File: config.mk
export PLATFORM = sky130hd
export DESIGN_NAME = pa_clint_busif
export DESIGN_NICKNAME = d
export VERILOG_FILES = /design/src/rtl/pa_clint_busif.sv
export SDC_FILE = /design/constraint.sdc
export NUM_CORES = 1
export LEC_CHECK = 0
export ABC_AREA = 1
export CAP_MARGIN = 20
export CORE_MARGIN = 2
export CORE_UTILIZATION = 40
export DETAILED_ROUTE_END_ITERATION = 8
export PLACE_DENSITY = 0.78
export SLEW_MARGIN = 15
export SYNTH_ARGS = -nofsm -noshare
export SYNTH_HDL_FRONTEND = slang
export SYNTH_SLANG_ARGS = --single-unit
File: constraint.sdc
create_clock -name clint_clk -period 1.59 [get_ports clint_clk]
set_input_delay 0.318 -clock clint_clk [delete_from_list [all_inputs] [get_ports clint_clk]]
set_output_delay 0.318 -clock clint_clk [all_outputs]
set_load 0.005 [all_outputs]
File: src/rtl/pa_clint_busif.sv
// pa_clint_busif: bus-side access controller for the CLINT register file.
// Accepts one 32-bit request at a time, decodes it, drives register selects
// and the write strobe for one EXEC cycle, then returns a registered response.
// An mtime_lo read snapshots mtime_hi so a following mtime_hi read is coherent.
module pa_clint_busif #(
    parameter int ADDR_WIDTH    = 16,
    parameter bit MTIME_SNAP_EN = 1'b1
) (
    input  logic                  clint_clk,
    input  logic                  cpurst_b,
    input  logic                  req_vld,
    output logic                  req_rdy,
    input  logic                  req_write,
    input  logic [ADDR_WIDTH-1:0] req_addr,
    input  logic [31:0]           req_wdata,
    input  logic [1:0]            req_mode,
    output logic                  resp_vld,
    input  logic                  resp_rdy,
    output logic [31:0]           resp_rdata,
    output logic                  resp_err,
    output logic                  busif_regs_msip_sel,
    output logic                  busif_regs_mtimecmp_lo_sel,
    output logic                  busif_regs_mtimecmp_hi_sel,
    output logic [31:0]           busif_regs_wdata,
    output logic                  busif_regs_write_vld,
    input  logic [31:0]           msip_value,
    input  logic [31:0]           mtimecmp_lo_value,
    input  logic [31:0]           mtimecmp_hi_value,
    input  logic [31:0]           mtime_lo_value,
    input  logic [31:0]           mtime_hi_value
);

    localparam logic [ADDR_WIDTH-1:0] OFF_MSIP     = ADDR_WIDTH'(32'h0000);
    localparam logic [ADDR_WIDTH-1:0] OFF_MTCMP_LO = ADDR_WIDTH'(32'h4000);
    localparam logic [ADDR_WIDTH-1:0] OFF_MTCMP_HI = ADDR_WIDTH'(32'h4004);
    localparam logic [ADDR_WIDTH-1:0] OFF_MTIME_LO = ADDR_WIDTH'(32'hBFF8);
    localparam logic [ADDR_WIDTH-1:0] OFF_MTIME_HI = ADDR_WIDTH'(32'hBFFC);

    typedef enum logic [1:0] {
        IDLE = 2'd0,
        EXEC = 2'd1,
        RESP = 2'd2
    } state_e;

    state_e                state_q, state_d;
    logic [ADDR_WIDTH-1:0] addr_q;
    logic [31:0]           wdata_q;
    logic                  write_q;
    logic [1:0]            mode_q;
    logic [31:0]           rdata_q, rdata_d;
    logic                  err_q, err_d;
    logic                  snap_vld_q, snap_vld_d;
    logic [31:0]           snap_hi_q, snap_hi_d;

    logic accept;
    logic hit_msip, hit_mtcmp_lo, hit_mtcmp_hi, hit_mtime_lo, hit_mtime_hi;
    logic acc_err;
    logic mtime_lo_rd_ok;

    assign accept = (state_q == IDLE) && req_vld;

    // Latch the request on handshake; it is held for the whole access.
    always_ff @(posedge clint_clk or negedge cpurst_b) begin
        if (!cpurst_b) begin
            addr_q  <= '0;
            wdata_q <= '0;
            write_q <= 1'b0;
            mode_q  <= 2'b00;
        end else if (accept) begin
            addr_q  <= req_addr;
            wdata_q <= req_wdata;
            write_q <= req_write;
            mode_q  <= req_mode;
        end
    end

    // Address decode and access legality of the latched request.
    always_comb begin
        hit_msip     = (addr_q == OFF_MSIP);
        hit_mtcmp_lo = (addr_q == OFF_MTCMP_LO);
        hit_mtcmp_hi = (addr_q == OFF_MTCMP_HI);
        hit_mtime_lo = (addr_q == OFF_MTIME_LO);
        hit_mtime_hi = (addr_q == OFF_MTIME_HI);
        acc_err = (addr_q[1:0] != 2'b00)
                | !(hit_msip | hit_mtcmp_lo | hit_mtcmp_hi | hit_mtime_lo | hit_mtime_hi)
                | (write_q & (hit_mtime_lo | hit_mtime_hi))
                | (write_q & (mode_q != 2'b11));
        mtime_lo_rd_ok = !acc_err && !write_q && hit_mtime_lo;
    end

    // Read data mux; errors and writes return zero.
    always_comb begin
        rdata_d = 32'h0;
        err_d   = acc_err;
        if (!acc_err && !write_q) begin
            if (hit_msip)     rdata_d = msip_value;
            if (hit_mtcmp_lo) rdata_d = mtimecmp_lo_value;
            if (hit_mtcmp_hi) rdata_d = mtimecmp_hi_value;
            if (hit_mtime_lo) rdata_d = mtime_lo_value;
            if (hit_mtime_hi) rdata_d = snap_vld_q ? snap_hi_q : mtime_hi_value;
        end
    end

    // Snapshot update: armed by an mtime_lo read, cleared by any other access.
    always_comb begin
        snap_vld_d = snap_vld_q;
        snap_hi_d  = snap_hi_q;
        if (state_q == EXEC) begin
            snap_vld_d = MTIME_SNAP_EN && mtime_lo_rd_ok;
            if (MTIME_SNAP_EN && mtime_lo_rd_ok) snap_hi_d = mtime_hi_value;
        end
    end

    // Response and snapshot registers, loaded at the end of EXEC.
    always_ff @(posedge clint_clk or negedge cpurst_b) begin
        if (!cpurst_b) begin
            rdata_q    <= 32'h0;
            err_q      <= 1'b0;
            snap_vld_q <= 1'b0;
            snap_hi_q  <= 32'h0;
        end else begin
            if (state_q == EXEC) begin
                rdata_q <= rdata_d;
                err_q   <= err_d;
            end
            snap_vld_q <= snap_vld_d;
            snap_hi_q  <= snap_hi_d;
        end
    end

    // FSM state register.
    always_ff @(posedge clint_clk or negedge cpurst_b) begin
        if (!cpurst_b) state_q <= IDLE;
        else           state_q <= state_d;
    end

    // FSM next state: one access in flight, EXEC lasts exactly one cycle.
    always_comb begin
        state_d = state_q;
        case (state_q)
            IDLE:    if (req_vld) state_d = EXEC;
            EXEC:    state_d = RESP;
            RESP:    if (resp_rdy) state_d = IDLE;
            default: state_d = IDLE;
        endcase
    end

    // FSM outputs: handshakes from state, selects/strobe only in EXEC.
    always_comb begin
        req_rdy                    = (state_q == IDLE);
        resp_vld                   = (state_q == RESP);
        busif_regs_msip_sel        = (state_q == EXEC) && !acc_err && hit_msip;
        busif_regs_mtimecmp_lo_sel = (state_q == EXEC) && !acc_err && hit_mtcmp_lo;
        busif_regs_mtimecmp_hi_sel = (state_q == EXEC) && !acc_err && hit_mtcmp_hi;
        busif_regs_write_vld       = (state_q == EXEC) && write_q && !acc_err;
        busif_regs_wdata           = wdata_q;
        resp_rdata                 = rdata_q;
        resp_err                   = err_q;
    end

endmodule
==> run metrics <==
vias=9080; fin util=72.3%; failing checks=setup timing; layout cells sized above 1=23.2%; ANT nets after route=0; CP max-delay cell=dfrtp_1; nets=1650; flops & latches, synth=119; Syn Inst Count=1066; Synth top area share=41.6%; Place WS=-0.733 ns; Filler Cells Inserted=1286; Setup CP Type=reg2out; Root Buffer=clkbuf_16; Slew @ Worst Pin=0.566 ns; Max clock buf depth=2; Worst setup EP type=output port; Register-to-Register Path Depth=12; RSZ-0062 raised after global routing=true; Worst EP required=1.27 ns; critical path's top delay family=simple AND/OR/NAND/NOR gates; Port-buffer cells=285; largest net degree at the start of global routing=58; H-tree Lvls=4; GRT Total Usage=31.8%; DRC Markers=0; Area Growth Syn to Fin=75.9%; Seq pwr share=33.6%; final setup margin=-1.02 ns; chip width=138 um; worst hold path class=in2async; TritonCTS Sinks=119; starting DRC count in detailed routing=769; dominant cell by count in the synthesized netlist=nand2_1; row cnt=48; clock power share=27.4%; R2R Path Start=addr_q[14]; max incr delay on CP=0.39 ns; fmax=0.383 GHz; syn_nets=1281; WP data arrival=2.29 ns; cell internal pwr=7.91 mW; Max Cap Viol=0; detailed-route wire length per cell=19.8 um; asr flop ratio synth=100%; Startpoint Class=flop; Final min period=2.61 ns; syn_area_per_cell=6.72 um^2; initial antenna violation count=4; area of the core=0.0174 mm^2; final-report setup violation count=70; switch share=36.6%; gpl congestion=0.891; Area contributors post-synth=dfrtp_1 (42%), nand2_1 (24%), nand3_1 (7.3%); Psw=4.57 mW; flop2flop setup slack=-0.64 ns; DIE AREA=0.0190 mm^2; Ys Warns=0; final hold violation count=0; Leak=6.50 nW; register area share after synthesis=41.6%; Gate power share=39.0%; reg2reg end=snap_hi_q[0]; post-synth top area cell=dfrtp_1; Detailed Routing Iterations Pass 1=6; run status=finished with violations; CTS tree=yes; PwrDens=991 mW/mm^2; post-synthesis cell area=0.00716 mm^2; Die Y=138 um; Skew-Pair Late Insertion Delay=0.43 ns; DP Area=0.0107 mm^2; final worst-path cycle share=164%; register clock-pin slew on the reported worst setup and hold paths=0.06 ns; crit-path max FO=3; library cells used by synthesis=29; IO Pins=286; Via density=5.41; global-route wire length before repair=45200 um; number of global-route vias before repair=8603; Post-synth EDFFs=0; ys flop type=dfrtp_1; Max Transition Viols Final=0; dpl hpwl=19800 um; synth cell count leaders=nand2_1 (453), dfrtp_1 (119), nor2_1 (113); Starting Density=41.1%; Post-Layout Inst Area=0.0126 mm^2; WP buf/inv=2; Max transition margin=61.9%; Final Skew=0.0122 ns; clock buffer count from CTS=17; gr ovfl total=0; VDD IR max=994 uV; crit path cell chain=nand2_1 > nor2_2 > nand4_1 > a21oi_2 > nand2_1 > nand4_1 > buf_4 > nor2_1 > buf_2; WL final=33100 um
[logic make-up (layout without fill, tap and decap cells)]
group | after synthesis | after routing | share of synthesized area (%)
flops | 119 | 119 | 41.6
simple gates | 724 | 724 | 42.9
other cells | 0 | 5 | 0
compound gates | 71 | 71 | 6.57
buf+inv | 152 | 533 | 8.95
[area by class of cell]
| class | count | area (um^2) | area share (%) |
|---|---|---|---|
| sequential | 119 | 2980 | 23.7 |
| timing repair buffer | 421 | 4330 | 34.4 |
| clock inverter | 11 | 80.1 | 0.636 |
| inverter | 81 | 309 | 2.45 |
| clock buffer | 20 | 437 | 3.47 |
| tap | 225 | 282 | 2.24 |
| multi-input combinational | 795 | 4160 | 33.1 |
| antenna | 5 | 12.5 | 0.0993 |
[power groups by stage]
stage | Clock, mW | Combinational, mW | Sequential [mW]
after global placement | 0 | 4.35 | 4.12
after detailed placement | 0 | 4.43 | 4.14
after floorplan | 0 | 1.75 | 4.12
after CTS | 3.45 | 4.42 | 4.13
final | 3.42 | 4.87 | 4.19
after global routing | 3.59 | 5.23 | 4.26
[worst max path at each step]
stage	start	slack, ns	cells past startpoint	end
after detailed placement	addr_q[12]	-0.73	8	busif_regs_mtimecmp_hi_sel
after global routing	addr_q[4]	-1.06	9	busif_regs_msip_sel
final	addr_q[5]	-1.02	9	busif_regs_mtimecmp_lo_sel
after floorplan	addr_q[1]	-0.04	8	busif_regs_msip_sel
after CTS	addr_q[0]	-0.90	10	busif_regs_mtimecmp_hi_sel
after global placement	addr_q[12]	-0.71	8	busif_regs_mtimecmp_hi_sel
[flip-flops by register name, indices dropped and copies added (netlist names)]
name and cells:
snap_hi_q 32, resp_err 1, write_q 1, state_q 2, snap_vld_q 1, resp_rdata 32, mode_q 2, addr_q 16
busif_regs_wdata 32
[timing repair]
item                       CTS  global route
hold buffers                 1             0
setup endpoints to repair  135            72
gates cloned                 7             8
resized for setup          195           123
hold endpoints to repair    31             0
pin swaps                   47            55
setup buffers               21            28
[placed cells by master (no fill, tap or decap), types with 18 or more instances in the layout]
cell	instances
nand2_4	27
clkdlybuf4s50_1	213
nand2_1	357
buf_12	18
o21ai_0	25
nand2_2	70
o2111ai_1	30
inv_1	71
nand3_1	80
nand3b_1	29
nand3_2	24
buf_6	23
buf_4	79
clkbuf_16	24
nor2_1	100
dlygate4sd2_1	63
dfrtp_1	117
[metrics by stage]
stage               hold slack, ns  std cells  power (mW)  TNS [ns]
floorplan                   0.0224       1066        5.86    -0.113
global placement             0.260       1581        8.48    -26.99
detailed placement           0.257       1581        8.57    -29.79
CTS                          0.403       1641        12.0    -30.78
global route                 0.432       1674        13.1    -44.37
finish                       0.406       1677        12.5    -40.29
[worst reg2reg max path: cells and delay by family, from the launching register on]
| kind | cells | cell delay (ns) |
|---|---|---|
| buf+inv | 6 | 0.84 |
| simple gates | 6 | 0.94 |
| flops | 1 | 0.40 |
[layer usage]
layer	global-route usage (%)	wire (um)
met1	35.8	11900
met2	54.9	15800
met3	11.0	3730
met4	13.3	1710
met5	0	0
No activity file was read; power rests on OpenSTA's default activity.
